--- config.mk ---
export PLATFORM = sky130hd
export DESIGN_NAME = dm_param
export DESIGN_NICKNAME = d
export VERILOG_FILES = /design/src/rtl/dm_param.sv
export SDC_FILE = /design/constraint.sdc
export NUM_CORES = 1
export LEC_CHECK = 0
export BUFFER_PORTS_ARGS = -buffer_cell sky130_fd_sc_hd__buf_4
export CORE_MARGIN = 2
export CORE_UTILIZATION = 24
export CTS_CLUSTER_SIZE = 30
export DETAILED_ROUTE_END_ITERATION = 10
export GPL_TIMING_DRIVEN = 0
export PLACE_DENSITY = 0.46
export SLEW_MARGIN = 20
export SYNTH_ARGS = -nofsm -noshare
export SYNTH_HDL_FRONTEND = slang
export SYNTH_SLANG_ARGS = --single-unit
--- constraint.sdc ---
create_clock -name clk -period 2.1 [get_ports clk]
set_input_delay 0 -clock clk [delete_from_list [all_inputs] [get_ports clk]]
set_output_delay 0 -clock clk [all_outputs]
set_load 0.01 [all_outputs]
--- src/rtl/dm_param.sv ---
// Parameterised single-port-pair data memory with a power-up/on-demand clear sweep.
// Define DM_WR_FWD_EN for write-first behaviour on same-address read/write (default: read-first).
module dm_param #(
  parameter int                DATA_W   = 16,
  parameter int                ADDR_W   = 8,
  parameter int                DEPTH    = 11,
  parameter logic [DATA_W-1:0] INIT_VAL = '0
) (
  input  logic              clk,
  input  logic              reset,
  input  logic              init_req,
  output logic              busy,
  input  logic              we,
  input  logic [ADDR_W-1:0] waddr,
  input  logic [DATA_W-1:0] din,
  input  logic              re,
  input  logic [ADDR_W-1:0] raddr,
  output logic [DATA_W-1:0] dout,
  output logic              rvalid,
  output logic              err
);

  localparam int                IDX_W   = (DEPTH > 1) ? $clog2(DEPTH) : 1;
  localparam logic [ADDR_W:0]   DEPTH_A = (ADDR_W + 1)'(DEPTH);
  localparam logic [ADDR_W-1:0] LAST    = ADDR_W'(DEPTH - 1);

  typedef enum logic {CLEAR, READY} state_t;

  state_t            state_reg, state_next;
  logic [ADDR_W-1:0] cnt_reg, cnt_next;
  logic              clr_we, acc, err_clr;
  logic              w_in, r_in;
  logic [IDX_W-1:0]  widx, ridx, cidx;
  logic [DATA_W-1:0] rd_data;

  logic [DATA_W-1:0] mem [0:DEPTH-1];

  assign w_in = ({1'b0, waddr} < DEPTH_A);
  assign r_in = ({1'b0, raddr} < DEPTH_A);
  assign widx = waddr[IDX_W-1:0];
  assign ridx = raddr[IDX_W-1:0];
  assign cidx = cnt_reg[IDX_W-1:0];
  assign busy = (state_reg == CLEAR);

  always_ff @(posedge clk or posedge reset) begin
    if (reset) begin
      state_reg <= CLEAR;
      cnt_reg   <= '0;
    end else begin
      state_reg <= state_next;
      cnt_reg   <= cnt_next;
    end
  end

  // acc marks a cycle in which user reads/writes are honoured.
  always_comb begin
    state_next = state_reg;
    cnt_next   = cnt_reg;
    clr_we     = 1'b0;
    acc        = 1'b0;
    err_clr    = 1'b0;
    case (state_reg)
      CLEAR: begin
        clr_we = 1'b1;
        if (init_req) begin
          cnt_next = '0;
        end else if (cnt_reg == LAST) begin
          state_next = READY;
          cnt_next   = '0;
        end else begin
          cnt_next = cnt_reg + 1'b1;
        end
      end
      READY: begin
        if (init_req) begin
          state_next = CLEAR;
          cnt_next   = '0;
          err_clr    = 1'b1;
        end else begin
          acc = 1'b1;
        end
      end
      default: state_next = CLEAR;
    endcase
  end

  // Memory array has no reset so it maps onto block RAM.
  always_ff @(posedge clk) begin
    if (clr_we) begin
      mem[cidx] <= INIT_VAL;
    end else if (acc && we && w_in) begin
      mem[widx] <= din;
    end
  end

`ifdef DM_WR_FWD_EN
  assign rd_data = (we && (waddr == raddr)) ? din : mem[ridx];
`else
  assign rd_data = mem[ridx];
`endif

  always_ff @(posedge clk or posedge reset) begin
    if (reset) begin
      dout   <= '0;
      rvalid <= 1'b0;
      err    <= 1'b0;
    end else begin
      rvalid <= acc && re;
      if (acc && re) begin
        dout <= r_in ? rd_data : '0;
      end
      if (err_clr) begin
        err <= 1'b0;
      end else if (acc && ((we && !w_in) || (re && !r_in))) begin
        err <= 1'b1;
      end
    end
  end

endmodule
# [Word-level counts from Yosys, hierarchy flattened]
# Memory sizes are Yosys's and may differ from the RTL's.
# Cells that the tools add are included.
[word_totals] regBits=27 ram_bits=176 inputBits=37 output_inout_bits=19 wordCells=44 n_memories=1
[mem_list] memory="mem" words=11 word_bits=16 rd=1 rd_clocked_by_memory_dff=0 wr=1 line="36" text="logic [DATA_W-1:0] mem [0:DEPTH-1];"
[op_classes] n_addsub=1 order_cmp=2 eq_ne=2 muxes=21 bitwise=1 reduce_logical=11
[ops] op="two-way mux 16 bit" count=2
[ops] op="two-way mux 8 bit" count=3
[ops] op="< comparator 8 x 4 -> 1 bit (second input constant)" count=2
[ops] op="case mux 8 bit (2 select lines)" count=1
[ops] op="OR reduction 16 bit" count=1
[ops] op="two-way mux 1 bit" count=13
[ops] op="adder 8 x 1 -> 8 bit (second input constant)" count=1
[ops] op="== test 8 x 4 -> 1 bit (second input constant)" count=1
[ops] op="logical AND 1 bit" count=6
[ops] op="two-way mux 4 bit" count=1
[ops] op="logical NOT 1 bit" count=2
[ops] op="!= test 2 bit (second input constant)" count=1
[ops] op="case mux 1 bit (2 select lines)" count=1
[ops] op="nonzero test 2 bit" count=1
[ops] op="logical OR 1 bit" count=1
[ops] op="inverter 1 bit" count=1

# [Logic depth before layout (Yosys ltp)]
[logic_depth] ltp_word=9 mapped_depth=6 mapped_depth_nobuf=5

# [Least setup slack after synthesis]
# Ideal clock, no wire load.
[synth_timing] kind="register to register" start="reg state_reg" end="mem mem[3][0], enable pin" setup_ps=388 arrival_time_ps=1944 required_time_ps=1712 path_slack_ps=-232 stages_incl_launch_ff=5 path_buffers=0 period_less_slack_ps=2332 cell_sequence="dfrtp_1 > nand3b_1 > a211oi_2 > mux2_2 > nor2_1"
[synth_via] elab_chain_len=8 elab_cells_between_ends=10 classes_between="mux (7); reduce/logical (3)"
[synth_lines] element="from (decl)" line="29" text="state_t state_reg, state_next;"
[synth_lines] element="from (signal assigned)" line="50" text="state_reg <= state_next;"
[synth_lines] element="two-way mux 1 bit" line="62" text="case (state_reg)"
[synth_lines] element="logical AND 1 bit (2 in a row)" line="91" text="end else if (acc && we && w_in) begin"
[synth_lines] element="two-way mux 1 bit" line="91"
[synth_lines] element="two-way mux 1 bit" line="89" text="if (clr_we) begin"
[synth_lines] element="two-way mux 1 bit (implied by the code)" line="92" text="mem[widx] <= din;"
[synth_lines] element="OR reduction 16 bit (no line)"
[synth_lines] element="two-way mux 4 bit (no line) or two-way mux 1 bit (tied branches)"
[synth_lines] element="to (decl)" line="36"
# Parallel ways exist; a longest one is shown, timed or not.

# [Final worst setup path]
[layout_timing] start="reg state_reg" end="mem mem[4][14], enable pin"
# Same word-level chain as after synthesis.

==> results.sh <==
export IMPL_grt_first_pass_wirelength_um=29890
export IMPL_p_leak_nw=3.933
export IMPL_setup_viol=0
export IMPL_slowest_stage="dfrtp_2"
export IMPL_dr_total_vias=4486
export IMPL_final_cells=1032
export IMPL_holdWs_ns=0.01666
export IMPL_clkLatencyLatePin_ns=0.51
export IMPL_clkPwrFrac_pct=40.6
export IMPL_grt_overflow_total=0
export IMPL_dieHeight_um=188.6
export IMPL_ioPinCount=56
export IMPL_period_minus_slack_ns=2.025
export IMPL_rows=67
export IMPL_hp_class="primary input to register"
export IMPL_p_switching_mw=2.144
export IMPL_h_tree_depth=1
export IMPL_endpoint_kind="register"
export IMPL_peakVddDrop_uv=374.6
export IMPL_rrSetupSlack_ns=0.07
export IMPL_power_internal_mw=7.405
export IMPL_core_mm2=0.03353
export IMPL_synthCells=455
export IMPL_maxSlewViolCount=0
export IMPL_num_nets_final=606
export IMPL_clock_sinks=203
export IMPL_placedCellCount=954
export IMPL_routed_wl_um=20230
export IMPL_areaGrowthSynthToFinish_pct=28.60
export IMPL_dieArea_mm2=0.03556
export IMPL_drv_cap=0
export IMPL_grt_max_degree=28
export IMPL_synth_seq_area_share_pct=72.90
export IMPL_cts_tree="yes"
export IMPL_power_density_mw_per_mm2=908.1
export IMPL_crit_chain="nand3b_1 -> a211oi_2 -> buf_6 -> mux2i_4 -> nor2_4 -> buf_12"
export IMPL_p_seq_share_pct=49.3
export IMPL_antenna_found_initial=1
export IMPL_cts_buffer_depth=3
export IMPL_yosys_warnings=0
export IMPL_yosysUniqueCellTypes=39
export IMPL_synth_seq_cells=203
export IMPL_numCtsBuffers=23
export IMPL_max_stage_delay_ns=0.43
export IMPL_n_fill_cell=3256
export IMPL_cp_data_arrival_time_ns=2.28
export IMPL_fmax_ghz=0.4938
export IMPL_drcViolationCount=0
export IMPL_grtUsageTotal_pct=11.30
export IMPL_syn_avg_cell_area_um2=17.97
export IMPL_gp_congestion=0.7191
export IMPL_cts_clk_slew_worst_paths_ns=0.06
export IMPL_synth_nets=494
export IMPL_largest_reg_flops=176
export IMPL_first_iter_violations=361
export IMPL_dr_pass1_iters=4
export IMPL_drtAntennaViolNets=0
export IMPL_grt_setup_unrepaired="false"
export IMPL_syn_cell_area_mm2=0.008177
export IMPL_period_share_pct=96.43
export IMPL_dp_hpwl_um=12460
export IMPL_vias_per_cell=4.347
export IMPL_fin_skew_ns=0.009614
export IMPL_relSlewSlack_pct=44.67
export IMPL_sw_frac_of_total_pct=22.45
export IMPL_worstMarginPinSlew_ns=0.8262
export IMPL_routedWlPerCell_um=19.60
export IMPL_cts_root_buf="clkbuf_16"
export IMPL_grt_pass1_vias=4905
export IMPL_crit_fanout=16
export IMPL_die_w_um=188.6
export IMPL_status="finished, final reports clean"
export IMPL_p_comb_share_pct=10.2
export IMPL_crit_type="register to register"
export IMPL_drive_gt1_share_pct=34.31
export IMPL_hold_violations=0
export IMPL_required_ns=2.35
export IMPL_port_buffers=51
export IMPL_cp_start_kind="register"
export IMPL_start_util_pct=24.38
worst max-delay path, delay by kind of cell, from the launching register on:
| family | cells | cell delay [ns] |
|---|---|---|
| AOI/OAI and AO/OA | 1 | 0.26 |
| buffers and inverters | 2 | 0.42 |
| DFF | 1 | 0.43 |
| muxes | 1 | 0.40 |
| and+or+nand+nor | 2 | 0.23 |
cell usage in the layout, fill, tap and decap left out, types with 10 or more instances in the layout:
master / Yosys / routed
nor2_4: 0 / 12
dlygate4sd3_1: 0 / 15
mux4_2: 32 / 32
mux2_2: 17 / 17
dfrtp_1: 27 / 26
buf_2: 11 / 11
clkbuf_1: 5 / 10
mux2i_1: 35 / 32
clkbuf_16: 0 / 24
buf_12: 0 / 14
nand2_1: 43 / 43
buf_4: 3 / 59
edfxtp_1: 176 / 176
a32o_1: 16 / 16
metal layers:
layer | GRT usage (%) | vias to the layer above | wire (um)
li1 | - | 2029 | -
met1 | 13.83 | 2321 | 8530
met2 | 20.55 | 105 | 10470
met3 | 1.751 | 31 | 814
met4 | 3.185 | 0 | 414
met5 | 0 | - | 0
Yosys cell counts:
cell	count	area, um^2
nor4_1	3	18.77
inv_1	6	22.52
xor2_1	3	26.28
nor2b_1	3	18.77
nand4_1	1	6.260
a32o_1	16	160.2
and3_1	1	6.260
nor2_1	18	67.56
mux2_2	17	191.4
and2_1	16	100.1
ha_1	2	25.02
clkinv_1	1	3.750
a21oi_1	5	25.02
a21o_1	1	7.510
nor3_1	1	5.000
dfrtp_1	27	675.7
a22oi_1	1	7.510
nand2b_1	4	25.02
buf_4	3	22.52
and4_1	1	8.760
nand2_1	43	161.4
a311oi_1	1	8.760
nand3b_1	1	7.510
or4_4	1	11.26
nand3_1	2	10.01
buf_2	11	55.05
and2b_1	1	7.510
mux2i_1	35	350.3
nor4b_1	1	8.760
edfxtp_1	176	5285
nor2_2	1	6.260
a31oi_1	6	37.54
o21ai_0	5	25.02
a221o_1	1	10.01
buf_6	1	11.26
o21ai_1	1	5.000
a211oi_2	1	12.51
mux4_2	32	720.7
clkbuf_1	5	18.77
stage by stage:
step	setup TNS (ns)	total power [mW]	setup WS (ns)	instance area, um^2	util (%)
2_1_floorplan	-7.436	5.207	-0.2324	8199	-
3_3_place_gp	-124.71	5.485	-1.163	9143	27.26
3_5_place_dp	-84.74	5.545	-0.7839	9193	27.41
4_1_cts	0	9.625	0.01844	10370	30.94
5_1_grt	0	9.892	0.007033	10510	31.35
6_report	0	9.549	0.07488	10520	31.36
cell type report:
type / count / area [um^2] / share of cell area [%]
clock inverters: 11 / 116.4 / 1.107
repair buffers: 87 / 887.1 / 8.436
inverters: 7 / 26.28 / 0.2499
diodes: 1 / 2.502 / 0.02380
flip-flops and latches: 203 / 5962 / 56.70
plain buffers: 20 / 107.6 / 1.023
well taps: 448 / 560.5 / 5.331
multi-input cells: 225 / 2231 / 21.22
clock buffers: 30 / 621.8 / 5.914
path summary, 6_finish.rpt:
kind / to / cells past startpoint / startpoint
setup reg to reg: mem[4][14] / 6 / state_reg
hold / removal: err / 4 / we
hold reg to reg: dout[6] / 1 / dout[6]
max in group asynchronous: state_reg / 3 / reset
min in group asynchronous: cnt_reg[7] / 3 / reset
setup / recovery: mem[4][14] / 6 / state_reg
power groups by stage:
| stage | clock (mW) | sequential, mW | combinational [mW] |
|---|---|---|---|
| after floorplan | 0 | 4.76 | 0.447 |
| after global placement | 0 | 4.78 | 0.707 |
| after detailed placement | 0 | 4.79 | 0.754 |
| after CTS | 3.97 | 4.70 | 0.951 |
| after global routing | 4.13 | 4.72 | 1.04 |
| final | 3.88 | 4.70 | 0.970 |
logic make-up after synthesis:
logic type | count (synthesis) | share of synthesized area (%)
flops | 203 | 72.90
simple gates | 98 | 5.738
mux | 84 | 15.44
compound gates | 38 | 3.657
buf+inv | 27 | 1.637
xor+xnor | 3 | 0.3214
fa+ha+maj | 2 | 0.3060
what timing repair did:
item                                   CTS  global route
cloned                                   0             1
resized for setup                       10            11
buffers inserted                        17             3
endpoints found under the hold margin   55            66
hold buffers                             9             6
pin swaps                               12             2
setup endpoints to repair              296           270
Power figures use the tool's default switching activity.
